## src/rtl/pulse_meter_pkg.sv

```systemverilog
// Shared constants for the pulse rate meter.
// State encoding of the measurement FSM.
package pulse_meter_pkg;

   localparam logic ST_IDLE    = 1'b0;
   localparam logic ST_MEASURE = 1'b1;

endpackage

```

## src/rtl/sync_edge_detect.sv

```systemverilog
// Two-flop synchroniser with a history flop.
// rise pulses for one clk per synchronised rising edge.
module sync_edge_detect (
   input  logic clk,
   input  logic rst_n,
   input  logic sig_in,
   output logic rise
);

   logic s1, s2, s3;

   always_ff @(posedge clk) begin
      if (!rst_n) begin
         s1 <= 1'b0;
         s2 <= 1'b0;
         s3 <= 1'b0;
      end else begin
         s1 <= sig_in;
         s2 <= s1;
         s3 <= s2;
      end
   end

   assign rise = s2 & ~s3;

endmodule

```

## src/rtl/pulse_meter.sv

```systemverilog
// Counts rising edges of sig_in over a fixed gate window
// and presents each window's count with a valid/ack handshake.
module pulse_meter
   import pulse_meter_pkg::*;
#(
   parameter int GATE_CYCLES = 1000,
   parameter int GATE_WIDTH  = 10,
   parameter int COUNT_WIDTH = 8
) (
   input  logic                   clk,
   input  logic                   rst_n,
   input  logic                   en,
   input  logic                   sig_in,
   input  logic                   ack,
   output logic [COUNT_WIDTH-1:0] result,
   output logic                   valid,
   output logic                   overflow,
   output logic                   missed
);

   localparam logic [GATE_WIDTH-1:0] GATE_LAST =
      GATE_WIDTH'(GATE_CYCLES - 1);

   logic                   rise;
   logic                   state;
   logic [GATE_WIDTH-1:0]  gate_cnt;
   logic [COUNT_WIDTH-1:0] edge_cnt;
   logic                   sat;
   logic                   at_max;

   sync_edge_detect u_sync (
      .clk    (clk),
      .rst_n  (rst_n),
      .sig_in (sig_in),
      .rise   (rise)
   );

   assign at_max = &edge_cnt;

   always_ff @(posedge clk) begin
      if (!rst_n) begin
         state    <= ST_IDLE;
         gate_cnt <= '0;
         edge_cnt <= '0;
         sat      <= 1'b0;
         result   <= '0;
         valid    <= 1'b0;
         overflow <= 1'b0;
         missed   <= 1'b0;
      end else begin
         if (ack && valid) begin
            valid  <= 1'b0;
            missed <= 1'b0;
         end
         case (state)
            ST_IDLE: begin
               gate_cnt <= '0;
               edge_cnt <= '0;
               sat      <= 1'b0;
               // The entry cycle is already gate cycle 0.
               if (en) begin
                  state    <= ST_MEASURE;
                  gate_cnt <= GATE_WIDTH'(1);
                  edge_cnt <= COUNT_WIDTH'(rise);
               end
            end
            ST_MEASURE: begin
               if (!en) begin
                  state    <= ST_IDLE;
                  gate_cnt <= '0;
                  edge_cnt <= '0;
                  sat      <= 1'b0;
               end else if (gate_cnt == GATE_LAST) begin
                  result   <= at_max ? edge_cnt
                            : edge_cnt + COUNT_WIDTH'(rise);
                  overflow <= sat | (rise & at_max);
                  valid    <= 1'b1;
                  if (valid && !ack)
                     missed <= 1'b1;
                  gate_cnt <= '0;
                  edge_cnt <= '0;
                  sat      <= 1'b0;
               end else begin
                  gate_cnt <= gate_cnt + GATE_WIDTH'(1);
                  if (rise) begin
                     if (at_max)
                        sat <= 1'b1;
                     else
                        edge_cnt <= edge_cnt + COUNT_WIDTH'(1);
                  end
               end
            end
            default: state <= ST_IDLE;
         endcase
      end
   end

endmodule

```

## config.mk

```make
export PLATFORM = sky130hd
export DESIGN_NAME = pulse_meter
export DESIGN_NICKNAME = d
export VERILOG_FILES = /design/src/rtl/pulse_meter_pkg.sv /design/src/rtl/sync_edge_detect.sv /design/src/rtl/pulse_meter.sv
export SDC_FILE = /design/constraint.sdc
export NUM_CORES = 1
export LEC_CHECK = 0
export ABC_AREA = 1
export ABC_CLOCK_PERIOD_IN_PS = 2000
export BUFFER_PORTS_ARGS = -buffer_cell sky130_fd_sc_hd__buf_4
export CORE_MARGIN = 4
export CORE_UTILIZATION = 45
export CTS_CLUSTER_SIZE = 24
export DETAILED_ROUTE_END_ITERATION = 10
export HOLD_SLACK_MARGIN = 0.15
export MAX_ROUTING_LAYER = met4
export PLACE_DENSITY_LB_ADDON = 0.3
export SKIP_CTS_REPAIR_TIMING = 1
export SLEW_MARGIN = 20
export SYNTH_ARGS = -nofsm -noshare
export SYNTH_HDL_FRONTEND = slang
export SYNTH_SLANG_ARGS = --single-unit
```

## constraint.sdc

```tcl
create_clock -name clk -period 2 [get_ports clk]
set_input_delay 0.4 -clock clk [delete_from_list [all_inputs] [get_ports clk]]
set_output_delay 0.4 -clock clk [all_outputs]
set_load 0.03 [all_outputs]
```

==> results.cfg, run 1 <==
[detailed_routing]
top_layer = met4
drtIter0Drc = 40
drt_pre_antenna_iters = 4
wl_per_cell_um = 10.6
finalWirelength_um = 3090
postRouteAntennaNets = 0
drc = 0
wl_met1_um = 1500
via_per_inst = 4.71
vias = 1365
wl_met3_um = 144
wl_met2_um = 1390

[logic_synthesis]
syn-num-nets = 234
yosysWarnings = 0
ys_seq_area_frac = 0.410
yosys.area.top_type = dfxtp_1
syn_area_mm2 = 0.00166
netlist_instances = 224
ys_ff_latch = 34
synth_cell_type_count = 30
synth.area.top_cells = dfxtp_1 41%, nand2_1 9.5%, nor2_1 7.5%
synth_top_area_frac = 0.410
avgSynthCellArea_um2 = 7.41

[cts]
ctsHtreeMaxLevel = 2
cts_tree = yes
cts.sinks = 34
numCtsBuffers = 5
clk_pin_slew_ns = 0.07
clockRootBuffer = clkbuf_8
insertion_delay_ns = 0.28
cts_max_path_buffers = 2

[final_layout]
final_common_cell = nand2_1
area_delta_synth_final_pct = 14.5
fin_nets = 253
n_antenna_cell = 0
layout.cells.non_filler = 290
drive_above_1_share = 0.160
fin_util = 0.553
final_cell_mix = 42 x nand2_1, 34 x dfxtp_1, 33 x nor2_1
fin_area_mm2 = 0.00190

[worst_setup_path]
r2r_setup_slack_ns = 0.26
critical_path.endpoint_type = flip-flop
path_max_fanout = 12
cp-startpoint = edge_cnt[0]
r2r-start = edge_cnt[0]
crit_arrival_ns = 1.91
crit_required_ns = 2.18
path_class = reg2reg
critPathLaunchType = flip-flop

[global_route]
grt_pass1_vias = 1245
gr-total-overflow = 0
antenna_found_initial = 0
grt_util_all_layers = 0.162
grt_pass1_wl_um = 5440
grt_max_degree = 17

[place]
io_buffer_count = 15
dp.cells = 282
placed_area_mm2 = 0.00181
gp_congestion = 0.825
dpl.hpwl_um = 2280

[power]
power_density_mw_per_mm2 = 659
p_leak_uw = 0.000759
peakVddDrop_mv = 0.484

[sta]
timing.final.crit_share = 0.869
skew_ns = 0.00280
final_max_slew_viol_count = 0
fin_crit_ns = 1.74
finalSetupViolations = 0
final-hold-violation-count = 0
hold_ws_ns = 0.290
fin_setup_tns_ns = 0
maxSlewHeadroom = 0.744
rsz0062_at_grt = false
max_freq_ghz = 0.575
worst_slew_pin_slew_ns = 0.383

[min_path]
min_from = sig_in
min_path_type = in2reg

[floorplanning]
core_area_mm2 = 0.00344
dieArea_mm2 = 0.00473
die_w_um = 68.7
die_h_um = 68.7
num_rows = 21
start_util = 0.482
io_pins = 16

[flow_run]
maxCapViolCount = 0

[run_status]
status = completed
-- registers in the layout, summed over array words and instances (netlist names), named ones only --
name	count
gate_cnt	10
overflow	1
state	1
valid	1
u_sync.s1	1
edge_cnt	8
u_sync.s2	1
result	8
u_sync.s3	1
sat	1
-- Yosys cell counts, drive strengths merged --
cell / count
o31ai: 1
clkbuf: 1
o21ai: 13
nor3b: 1
nand4: 5
a21oi: 19
o21bai: 1
clkinv: 2
o22ai: 2
inv: 30
dfxtp: 34
nand2: 46
ha: 5
nor2: 39
xor2: 6
buf: 3
nor3: 1
nand3: 11
or2: 2
nand3b: 2
-- where the power goes --
group	switching, uW	total (uW)	internal, uW
logic	27.8	43.7	15.9
clock network	243	520	277
registers	5.36	689	683
-- routing by layer --
layer / vias to the layer above / GRT usage
li1: 747 / -
met1: 591 / 0.204
met2: 22 / 0.231
met4: 0 / 0.0706
met3: 5 / 0.0600
met5: - / -
-- through the flow --
step / setup WS [ns] / total power [uW]
after floorplan: 0.478 / 734
after global placement: 0.342 / 747
final: 0.262 / 1250
after global routing: 0.121 / 1310
after detailed placement: 0.300 / 748
after CTS: 0.287 / 1270
-- kinds of logic (layout without fill, tap and decap cells) --
family | count (synthesis) | after routing | synth area share
flip-flops | 34 | 34 | 0.410
XOR/XNOR | 6 | 6 | 0.0317
buffers and inverters | 36 | 56 | 0.0889
AO/OA/AOI/OAI | 36 | 36 | 0.115
adder cells (fa/ha/maj) | 5 | 5 | 0.0377
AND/OR/NAND/NOR | 107 | 107 | 0.316
-- final timing paths --
kind	endpoint	cells past startpoint
worst max-delay path	edge_cnt[4]	10
worst min-delay path	u_sync.s1	3
worst max register to register	edge_cnt[4]	10
worst min register to register	u_sync.s2	2
-- cell type report --
type                    count  area, um2
multi-input cells         154        832
clock inverters             1       5.00
fillers                   314       1540
clock buffers               7       86.3
repair buffers             16        120
well taps                  46       57.6
inverters                  32        120
flip-flops and latches     34        681
-- worst max-delay path, cell delays in order, from the launching register on --
cell,delay [ns]
dfxtp_1,0.46
ha_1,0.30
inv_1,0.10
nor2_4,0.15
nand2_4,0.10
nand2_4,0.08
nand3_4,0.13
clkinv_1,0.12
nor2_1,0.05
nor2_1,0.08
nor2_1,0.04
No activity file was read; power rests on OpenSTA's default activity.
==> run 2, diff against run 1 <==
- SYNTH_HIERARCHICAL: default -> 1
==> results.cfg, run 2 <==
[logic_synthesis]
netlist_instances = 214
synth.area.top_cells = dfxtp_1 43%, nand2_1 9.4%, nor2_1 6.6%
syn-num-nets = 223
avgSynthCellArea_um2 = 7.45
ys.flop_type = dfxtp_1
ys_seq_area_frac = 0.427
ys_ff_latch = 34
synth_common_cells = 40 x nand2_1, 34 x dfxtp_1, 28 x nor2_1
synth_edf_count = 0
synthArstFlopShare = 0
syn_area_mm2 = 0.00159
synth_top_area_frac = 0.427
yosysWarnings = 6
synth_cell_type_count = 29
yosys.area.top_type = dfxtp_1
yosysMostFrequentCell = nand2_1

[power]
p_leak_uw = 0.000757
peakVddDrop_mv = 0.389
p_total_uw = 1120
power_density_mw_per_mm2 = 619

[run_status]
status = completed

[worst_setup_path]
critPathLaunchType = flip-flop
crit_required_ns = 2.24
reg2reg_depth = 10
regToRegEndpoint = edge_cnt[7]
critical_path.endpoint_type = flip-flop
r2r_setup_slack_ns = 0.33
path_class = reg2reg
crit_end = edge_cnt[7]
cp-startpoint = edge_cnt[1]
crit_arrival_ns = 1.90
path_max_fanout = 13
r2r-start = edge_cnt[1]

[global_route]
grt_pass1_vias = 1183
grt_max_degree = 16
grt_pass1_wl_um = 4920
gr-total-overflow = 0
grt_util_all_layers = 0.149
antenna_found_initial = 0

[place]
dpl.hpwl_um = 2210
placed_area_mm2 = 0.00174
gp_congestion = 0.804
io_buffer_count = 15

[detailed_routing]
finalWirelength_um = 2940
via_per_inst = 4.82
postRouteAntennaNets = 0
top_layer = met4
vias = 1349
drtIter0Drc = 44
drt_pre_antenna_iters = 4
drc = 0
wl_met2_um = 1320
wl_met3_um = 126
wl_met1_um = 1430
wl_per_cell_um = 10.5

[final_layout]
drive_above_1_share = 0.150
multi_input_area_um2 = 773
fin_area_mm2 = 0.00180
top_register = gate_cnt
area_delta_synth_final_pct = 13.2
reg_top3 = gate_cnt (10), edge_cnt (8), result (8)
final_common_cell = nand2_1
n_antenna_cell = 0
fin_nets = 242
largest_reg_flops = 10
n_fill_cell = 355
final_cell_mix = 40 x nand2_1, 34 x dfxtp_1, 28 x nor2_1
seq_area_um2 = 681

[floorplanning]
die_w_um = 67.5
die_h_um = 67.5
dieArea_mm2 = 0.00456
num_rows = 21
start_util = 0.470
io_pins = 16
core_area_mm2 = 0.00339

[cts]
clockRootBuffer = clkbuf_4
numCtsBuffers = 5
cts_tree = yes
cts_max_path_buffers = 2
ctsHtreeMaxLevel = 2
insertion_delay_ns = 0.33
clk_pin_slew_ns = 0.10
cts.sinks = 34

[sta]
max_freq_ghz = 0.600
finalSetupViolations = 0
fin_setup_tns_ns = 0
rsz0062_at_grt = false
maxSlewHeadroom = 0.730
timing.final.crit_share = 0.833
fin_crit_ns = 1.67
final-hold-violation-count = 0
skew_ns = 0.00589
final_max_slew_viol_count = 0
worst_slew_pin_slew_ns = 0.401

[min_path]
min_path_type = in2reg

[flow_run]
maxCapViolCount = 0
-- run 2: cell count changes in the layout (fill, tap and decap cells not counted), moves of 3 or more --
cell      delta
nor2_1       -5
o21ai_1      +3
clkbuf_4     +5
a21oi_1      -3
clkbuf_8     -5
o21ai_0      -3
nand3_1      +3
nor2_4       -3
nor3_1       +7
-- run 2: worst max-delay path: stages, from the launching register on --
cell,delay (ns)
dfxtp_1,0.42
ha_1,0.30
nand2_1,0.08
nor2_1,0.17
nand2_4,0.12
nand2_4,0.09
nand3_4,0.14
nand3_1,0.11
nand2_1,0.05
inv_1,0.04
nor2_1,0.04
-- run 2: worst min-delay path by stage --
stage                 to  cells after the start  slack (ns)       from
2_1_floorplan  u_sync/s2                      2        0.39  u_sync/s1
3_3_place_gp   u_sync/s2                      2        0.39  u_sync/s1
3_5_place_dp   u_sync/s2                      2        0.40  u_sync/s1
4_1_cts        u_sync/s1                      3        0.23     sig_in
5_1_grt        u_sync/s1                      3        0.22     sig_in
6_report       u_sync/s1                      3        0.24     sig_in
-- run 2: area by class of cell --
cell class              instances  share of cell area
inverters                      30              0.0624
multi-input cells             146               0.429
repair buffers                 16              0.0666
clock inverters                 1             0.00277
clock buffers                   7              0.0305
flip-flops and latches         34               0.377
well taps                      46              0.0319
-- run 2: per-stage QoR --
| step | utilization | setup WS [ns] | hold slack [ns] | instances |
|---|---|---|---|---|
| 2_1_floorplan | - | 0.529 | 0.386 | 214 |
| 3_3_place_gp | 0.515 | 0.373 | 0.391 | 272 |
| 3_5_place_dp | 0.515 | 0.359 | 0.400 | 272 |
| 4_1_cts | 0.532 | 0.327 | 0.229 | 280 |
| 5_1_grt | 0.532 | 0.160 | 0.221 | 280 |
| 6_report | 0.532 | 0.335 | 0.241 | 280 |
-- run 2: logic make-up after synthesis --
logic type / count (synthesis) / synth area share
AND/OR/NAND/NOR: 101 / 0.298
buffers and inverters: 34 / 0.0879
flip-flops: 34 / 0.427
AO/OA/AOI/OAI: 33 / 0.111
XOR/XNOR: 8 / 0.0440
adder cells (fa/ha/maj): 4 / 0.0314
-- run 2: power by group --
group	switching [uW]	internal [uW]
registers	3.82	683
logic	24.9	15.8
clock network	220	170
total	249	869
-- run 2: metal layers --
| metal | up-vias | global-route usage |
|---|---|---|
| li1 | 722 | - |
| met1 | 598 | 0.180 |
| met2 | 22 | 0.227 |
| met3 | 7 | 0.0399 |
| met4 | 0 | 0.0759 |
| met5 | - | - |
